--- src/rtl/sodor_mem_pkg.sv ---
// Package: sodor_mem_pkg
// Shared types and helpers for the scratchpad host port.
//   size_e        : access size encoding carried on cmd_size.
//   state_e       : host port FSM states. VERIFY exists only when
//                   SODOR_HOST_WRITE_VERIFY_EN is defined.
//   size_to_mask  : byte-lane enable pattern for an access size.
//   size_to_bytes : number of bytes covered by an access size.
package sodor_mem_pkg;

  typedef enum logic [1:0] {
    SZ_B   = 2'd0,
    SZ_H   = 2'd1,
    SZ_W   = 2'd2,
    SZ_BAD = 2'd3
  } size_e;

`ifdef SODOR_HOST_WRITE_VERIFY_EN
  typedef enum logic [2:0] {
    IDLE   = 3'd0,
    WRITE  = 3'd1,
    READ   = 3'd2,
    VERIFY = 3'd3,
    RESP   = 3'd4
  } state_e;
`else
  typedef enum logic [2:0] {
    IDLE  = 3'd0,
    WRITE = 3'd1,
    READ  = 3'd2,
    RESP  = 3'd4
  } state_e;
`endif

  // (1 << (1 << size)) - 1 for the legal sizes. The illegal size is
  // rejected before any lane is used, so it maps to no lanes at all.
  function automatic logic [3:0] size_to_mask(input size_e size);
    case (size)
      SZ_B:    return 4'h1;
      SZ_H:    return 4'h3;
      SZ_W:    return 4'hF;
      default: return 4'h0;
    endcase
  endfunction

  // 1 << size; the illegal size still reports 8 so the bounds check
  // stays meaningful even though the size alone already errors.
  function automatic logic [3:0] size_to_bytes(input size_e size);
    case (size)
      SZ_B:    return 4'd1;
      SZ_H:    return 4'd2;
      SZ_W:    return 4'd4;
      default: return 4'd8;
    endcase
  endfunction

endpackage

--- src/rtl/sodor_mem_host_port.sv ---
// Module: sodor_mem_host_port
// Host-side initiator for the async-read scratchpad. Each accepted
// single-beat command becomes one masked write strobe (hw_*) or one
// read cycle (hr_*), followed by exactly one response on rsp_*.
//
// Ports:
//   clk, rst_n              clock, asynchronous active-low reset
//   cmd_valid/cmd_ready     command handshake (ready only in IDLE)
//   cmd_write, cmd_size     1=write/0=read; 0=byte 1=half 2=word 3=illegal
//   cmd_addr, cmd_wdata     byte address (any alignment), low-aligned data
//   rsp_valid/rsp_ready     response handshake, held until consumed
//   rsp_data, rsp_err       zero-extended read data (0 for writes), error
//   hw_addr/data/mask/en    scratchpad write port (en high for one cycle)
//   hr_addr, hr_data        scratchpad combinational read port
//
// Build option: define SODOR_HOST_WRITE_VERIFY_EN to read back every
// write one cycle later and flag a lane mismatch in rsp_err.
module sodor_mem_host_port
  import sodor_mem_pkg::*;
#(
  parameter int  NUM_BYTES  = (1 << 21),
  parameter int  DATA_WIDTH = 32,
  localparam int ADDR_WIDTH = $clog2(NUM_BYTES),
  localparam int MASK_WIDTH = DATA_WIDTH >> 3
) (
  input  logic                  clk,
  input  logic                  rst_n,
  input  logic                  cmd_valid,
  output logic                  cmd_ready,
  input  logic                  cmd_write,
  input  logic [1:0]            cmd_size,
  input  logic [ADDR_WIDTH-1:0] cmd_addr,
  input  logic [DATA_WIDTH-1:0] cmd_wdata,
  output logic                  rsp_valid,
  input  logic                  rsp_ready,
  output logic [DATA_WIDTH-1:0] rsp_data,
  output logic                  rsp_err,
  output logic [ADDR_WIDTH-1:0] hw_addr,
  output logic [DATA_WIDTH-1:0] hw_data,
  output logic [MASK_WIDTH-1:0] hw_mask,
  output logic                  hw_en,
  output logic [ADDR_WIDTH-1:0] hr_addr,
  input  logic [DATA_WIDTH-1:0] hr_data
);

  state_e                state_q, state_d;
  size_e                 size_q, size_d;
  logic                  hw_en_q, hw_en_d;
  logic [ADDR_WIDTH-1:0] hw_addr_q, hw_addr_d;
  logic [DATA_WIDTH-1:0] hw_data_q, hw_data_d;
  logic [MASK_WIDTH-1:0] hw_mask_q, hw_mask_d;
  logic [ADDR_WIDTH-1:0] hr_addr_q, hr_addr_d;
  logic                  rsp_valid_q, rsp_valid_d;
  logic [DATA_WIDTH-1:0] rsp_data_q, rsp_data_d;
  logic                  rsp_err_q, rsp_err_d;
`ifdef SODOR_HOST_WRITE_VERIFY_EN
  logic [ADDR_WIDTH-1:0] addr_q, addr_d;
  logic [DATA_WIDTH-1:0] wdata_q, wdata_d;
`endif

  // Decode of the incoming command.
  size_e                 cmd_size_e;
  logic [MASK_WIDTH-1:0] cmd_lanes;
  logic [ADDR_WIDTH:0]   cmd_end;
  logic                  cmd_bad;

  assign cmd_size_e = size_e'(cmd_size);
  assign cmd_lanes  = MASK_WIDTH'(size_to_mask(cmd_size_e));
  // One extra bit so addr + bytes cannot wrap back into range.
  assign cmd_end    = {1'b0, cmd_addr} + (ADDR_WIDTH + 1)'(size_to_bytes(cmd_size_e));
  assign cmd_bad    = (cmd_size_e == SZ_BAD) || (cmd_end > (ADDR_WIDTH + 1)'(NUM_BYTES));

  // Bit-level mask for the latched size, used to zero-extend read data.
  logic [MASK_WIDTH-1:0] hold_lanes;
  logic [DATA_WIDTH-1:0] hold_dmask;

  assign hold_lanes = MASK_WIDTH'(size_to_mask(size_q));
  for (genvar gi = 0; gi < MASK_WIDTH; gi++) begin : g_dmask
    assign hold_dmask[8*gi +: 8] = {8{hold_lanes[gi]}};
  end

  always_comb begin
    state_d     = state_q;
    size_d      = size_q;
    hw_en_d     = 1'b0;
    hw_addr_d   = '0;
    hw_data_d   = '0;
    hw_mask_d   = '0;
    hr_addr_d   = hr_addr_q;
    rsp_valid_d = rsp_valid_q;
    rsp_data_d  = rsp_data_q;
    rsp_err_d   = rsp_err_q;
`ifdef SODOR_HOST_WRITE_VERIFY_EN
    addr_d      = addr_q;
    wdata_d     = wdata_q;
`endif

    case (state_q)
      IDLE: begin
        if (cmd_valid) begin
          size_d = cmd_size_e;
          if (cmd_bad) begin
            // Rejected commands never reach the memory ports.
            state_d     = RESP;
            rsp_valid_d = 1'b1;
            rsp_err_d   = 1'b1;
            rsp_data_d  = '0;
          end else if (cmd_write) begin
            // Write strobe is registered so it is high exactly in WRITE.
            state_d   = WRITE;
            hw_en_d   = 1'b1;
            hw_addr_d = cmd_addr;
            hw_data_d = cmd_wdata;
            hw_mask_d = cmd_lanes;
`ifdef SODOR_HOST_WRITE_VERIFY_EN
            addr_d    = cmd_addr;
            wdata_d   = cmd_wdata;
`endif
          end else begin
            state_d   = READ;
            hr_addr_d = cmd_addr;
          end
        end
      end

      WRITE: begin
`ifdef SODOR_HOST_WRITE_VERIFY_EN
        state_d   = VERIFY;
        hr_addr_d = addr_q;
`else
        state_d     = RESP;
        rsp_valid_d = 1'b1;
        rsp_err_d   = 1'b0;
        rsp_data_d  = '0;
`endif
      end

      READ: begin
        state_d     = RESP;
        rsp_valid_d = 1'b1;
        rsp_err_d   = 1'b0;
        rsp_data_d  = hr_data & hold_dmask;
      end

`ifdef SODOR_HOST_WRITE_VERIFY_EN
      VERIFY: begin
        state_d     = RESP;
        rsp_valid_d = 1'b1;
        // Only the written lanes take part in the comparison.
        if (((hr_data ^ wdata_q) & hold_dmask) != '0) begin
          rsp_err_d  = 1'b1;
          rsp_data_d = hr_data & hold_dmask;
        end else begin
          rsp_err_d  = 1'b0;
          rsp_data_d = '0;
        end
      end
`endif

      RESP: begin
        if (rsp_ready) begin
          state_d     = IDLE;
          rsp_valid_d = 1'b0;
        end
      end

      default: state_d = IDLE;
    endcase
  end

  always_ff @(posedge clk or negedge rst_n) begin
    if (!rst_n) begin
      state_q     <= IDLE;
      size_q      <= SZ_B;
      hw_en_q     <= 1'b0;
      hw_addr_q   <= '0;
      hw_data_q   <= '0;
      hw_mask_q   <= '0;
      hr_addr_q   <= '0;
      rsp_valid_q <= 1'b0;
      rsp_data_q  <= '0;
      rsp_err_q   <= 1'b0;
`ifdef SODOR_HOST_WRITE_VERIFY_EN
      addr_q      <= '0;
      wdata_q     <= '0;
`endif
    end else begin
      state_q     <= state_d;
      size_q      <= size_d;
      hw_en_q     <= hw_en_d;
      hw_addr_q   <= hw_addr_d;
      hw_data_q   <= hw_data_d;
      hw_mask_q   <= hw_mask_d;
      hr_addr_q   <= hr_addr_d;
      rsp_valid_q <= rsp_valid_d;
      rsp_data_q  <= rsp_data_d;
      rsp_err_q   <= rsp_err_d;
`ifdef SODOR_HOST_WRITE_VERIFY_EN
      addr_q      <= addr_d;
      wdata_q     <= wdata_d;
`endif
    end
  end

  assign cmd_ready = (state_q == IDLE);
  assign rsp_valid = rsp_valid_q;
  assign rsp_data  = rsp_data_q;
  assign rsp_err   = rsp_err_q;
  assign hw_en     = hw_en_q;
  assign hw_addr   = hw_addr_q;
  assign hw_data   = hw_data_q;
  assign hw_mask   = hw_mask_q;
  assign hr_addr   = hr_addr_q;

endmodule
--- config.mk ---
export PLATFORM = sky130hd
export DESIGN_NAME = sodor_mem_host_port
export DESIGN_NICKNAME = d
export VERILOG_FILES = /design/src/rtl/sodor_mem_pkg.sv /design/src/rtl/sodor_mem_host_port.sv
export SDC_FILE = /design/constraint.sdc
export NUM_CORES = 1
export LEC_CHECK = 0
export BUFFER_PORTS_ARGS = -buffer_cell sky130_fd_sc_hd__buf_2
export CORE_MARGIN = 10
export CORE_UTILIZATION = 42
export CTS_CLUSTER_DIAMETER = 80
export DETAILED_ROUTE_END_ITERATION = 10
export PLACE_DENSITY = 0.72
export REMOVE_ABC_BUFFERS = 1
export SLEW_MARGIN = 20
export SYNTH_ARGS = -nofsm -noshare
export SYNTH_HDL_FRONTEND = slang
export SYNTH_SLANG_ARGS = --single-unit
export TNS_END_PERCENT = 10
--- constraint.sdc ---
create_clock -name clk -period 2.1 [get_ports clk]
set_input_delay 0.315 -clock clk [delete_from_list [all_inputs] [get_ports clk]]
set_output_delay 0.315 -clock clk [all_outputs]
set_load 0.01 [all_outputs]
==> summary.txt <==
r2r setup slk: 0.13 ns
drt initial violations: 152
largest net degree at the start of global routing: 49
number of synthesized flops with an enable pin: 0
min-delay worst type: input port to flop
Max Freq: 319 MHz
CTS Root Cell: clkbuf_16
total CTS buffers: 17
crit path from: cmd_size[0]
GRT overflow: 0
Pint: 5.60 mW
RePlAce Congestion: 0.870
reg2reg start: state_q[2]
Final Power: 7.84 mW
Clk pwr share: 35.0%
Die ar.: 16,400 µm²
initial core utilization: 43.0%
met3 wire len: 1250 µm
wire length on met2: 7310 µm
reg2reg end: hr_addr[10]
Synth area leader: dfrtp_1
Finished Cell Area: 7440 µm²
final worst-path cycle share: 149%
Setup CP Type: input port to flop
switching share of power: 28.6%
worst-margin pin slew: 0.660 ns
Seq cells post-synth: 117
Synth area leaders: dfrtp_1 60%, and2_1 6.8%, mux2_4 5.8%
power share of the combinational group: 26.4%
final hold vios: 0
setup slack at placement: -1.63 ns
Final Util: 65.1%
Top FF cell, synth: dfrtp_1
clk slew on worst S/H paths: 0.05 ns
Worst Reg2Reg Path Length in Cells: 5
DRC Markers: 0
Post-synth top cells: 117 x dfrtp_1, 53 x and2_1, 32 x a22o_1
Crit path required time: 2.38 ns
failing checks: negative setup slack
Max FO, Critical Path: 7
vias in the first global route: 4,416
detailed placement HPWL: 11,300 µm
worst vdd ir: 0.743 mV
Max clock buf depth: 2
via count: 4,064
first-pass GRT wire length: 23,900 µm
sequential share of power: 38.5%
std cell rows: 39
most common cell in the netlist: dfrtp_1
sequential share of the synthesized area: 59.7%
Die Span X: 128 µm
outcome: complete, but fails checks
Ant. Diodes: 0
core area: 11,400 µm²
filler cell count: 901
crit path time final: 3.13 ns
Metal-1 WL: 6200 µm
H-tree levels: 4
vias per cell: 5.00
Top Layer Used: met4
startpoint types: input port
Slew Limit Fails: 0
nature of the critical path endpoint: flop
Clk Latency, worst-skew pair: 0.41 ns
antenna violations before repair: 0
detailed-route wire length per cell: 18.4 µm
P per Cell Area: 1050 nW/µm²
Yosys top cell area share: 59.7%
fin nets: 762
worst rel slew slack: 55.9%
setup violators final: 115
area post-placement: 6580 µm²
Routed WL: 14,900 µm
Clock Skews: 0.00726 ns
All-Layer GR Usage: 18.3%
Max Cap Violations: 0
first drt pass iteration count: 4
fraction of layout instances using a drive strength above 1: 54.3%
RSZ-0062 raised after global routing: true
post-synthesis cell count: 378
remaining antenna violation count: 0
die height: 128 µm
area grow syn2layout: 51.5%
Syn Std Cell Area: 4910 µm²
IO Port Bufs: 205
FFs w/ async S/R, synth: 100%
final worst setup slack: -1.03 ns
Avg Inst Size Synth: 13.0 µm²
clk sinks: 117
synth warn: 0
static leakage: 3.99 nW
worst setup path endpoint: hr_addr[10]
Ports: 206
CTS tree: done
Psw: 2.25 mW
count of cell types in the netlist: 56
crit path DAT: 3.41 ns
[area by class of cell]
type	count	area, µm²	share of cell area (%)
Clock buffer	20	457	6.14
Tap cell	143	179	2.41
Timing Repair Buffer	279	1680	22.6
Clock inverter	10	108	1.45
Inverter	12	50.0	0.673
Multi-Input combinational cell	232	2040	27.4
Sequential cell	117	2930	39.4
[registers in the layout, indices dropped and copies added, names as in the netlist]
register   count
hw_addr       21
hr_addr       21
state_q        3
hw_mask        3
rsp_valid      1
rsp_data      32
size_q         2
hw_data       32
rsp_err        1
hw_en          1
[critical path, stage by stage]
cell and delay (ns):
buf_8 0.08, inv_4 0.03, ha_4 0.15, ha_4 0.16, fa_2 0.37, nor2b_4 0.15, o311a_4 0.37, nor4_4 0.26
o2111ai_2 0.19, nor4_4 0.37, a31oi_4 0.14, nor3b_4 0.30, buf_6 0.21, mux2_4 0.31
[cells in the final DEF (no fill, tap or decap), types with 9 or more instances in the layout]
| master | n |
|---|---|
| buf_4 | 64 |
| nand2_1 | 13 |
| mux2_4 | 21 |
| clkbuf_16 | 17 |
| dfrtp_1 | 117 |
| buf_2 | 202 |
| nor2_1 | 10 |
| a22o_1 | 32 |
| inv_1 | 10 |
| and2_1 | 53 |
| o21ai_0 | 9 |
[metrics by stage]
stage	TNS (ns)	hold slack (ns)	cells
2_1_floorplan	-165.09	0.0194	361
3_3_place_gp	-148.97	0.265	774
3_5_place_dp	-158.26	0.272	774
4_1_cts	-81.85	0.0862	814
5_1_grt	-105.68	0.0961	813
6_report	-95.54	0.101	813
[worst min-delay path by stage]
stage	end	cells after the start	startpoint	slack, ns
3_5_place_dp	hw_addr[17]	1	rst_n	0.27
5_1_grt	hw_data[13]	2	cmd_wdata[13]	0.1
4_1_cts	state_q[2]	2	rsp_ready	0.09
3_3_place_gp	hw_addr[17]	1	rst_n	0.27
6_report	state_q[2]	2	rsp_ready	0.10
2_1_floorplan	hr_addr[0]	0	rst_n	0.02
[cells by family (layout without fill, tap and decap cells)]
family,Yosys count,after routing,synth area share [%]
multiplexers,24,24,6.94
flip-flops,117,117,59.7
adder cells (fa/ha/maj),11,11,2.96
AO/OA/AOI/OAI,74,74,12.2
buffers and inverters,29,321,2.78
XOR/XNOR,4,4,0.714
AND/OR/NAND/NOR,119,119,14.8
[repair_timing]
action | in CTS | in global routing
pin swaps | 42 | 21
hold buffers | 1 | 0
endpoints found under the hold margin | 26 | 0
resized for setup | 39 | 14
gates cloned | 2 | 0
endpoints found under the setup margin | 115 | 115
buffers inserted | 7 | 3
[power by group through the flow]
stage | clock network, mW | logic, mW | registers [mW]
2_1_floorplan | 0 | 0.755 | 3.24
4_1_cts | 2.81 | 2.12 | 3.02
5_1_grt | 2.91 | 2.26 | 3.08
6_report | 2.75 | 2.07 | 3.02
3_3_place_gp | 0 | 1.97 | 3.02
3_5_place_dp | 0 | 2.01 | 3.04
[routing by layer]
| layer | GRT usage, % | up-vias |
|---|---|---|
| met5 | 0 | - |
| met4 | 6.03 | 0 |
| met3 | 6.87 | 13 |
| met2 | 29.3 | 159 |
| met1 | 22.1 | 1976 |
| li1 | - | 1916 |
(Power assumes the default switching activity.)
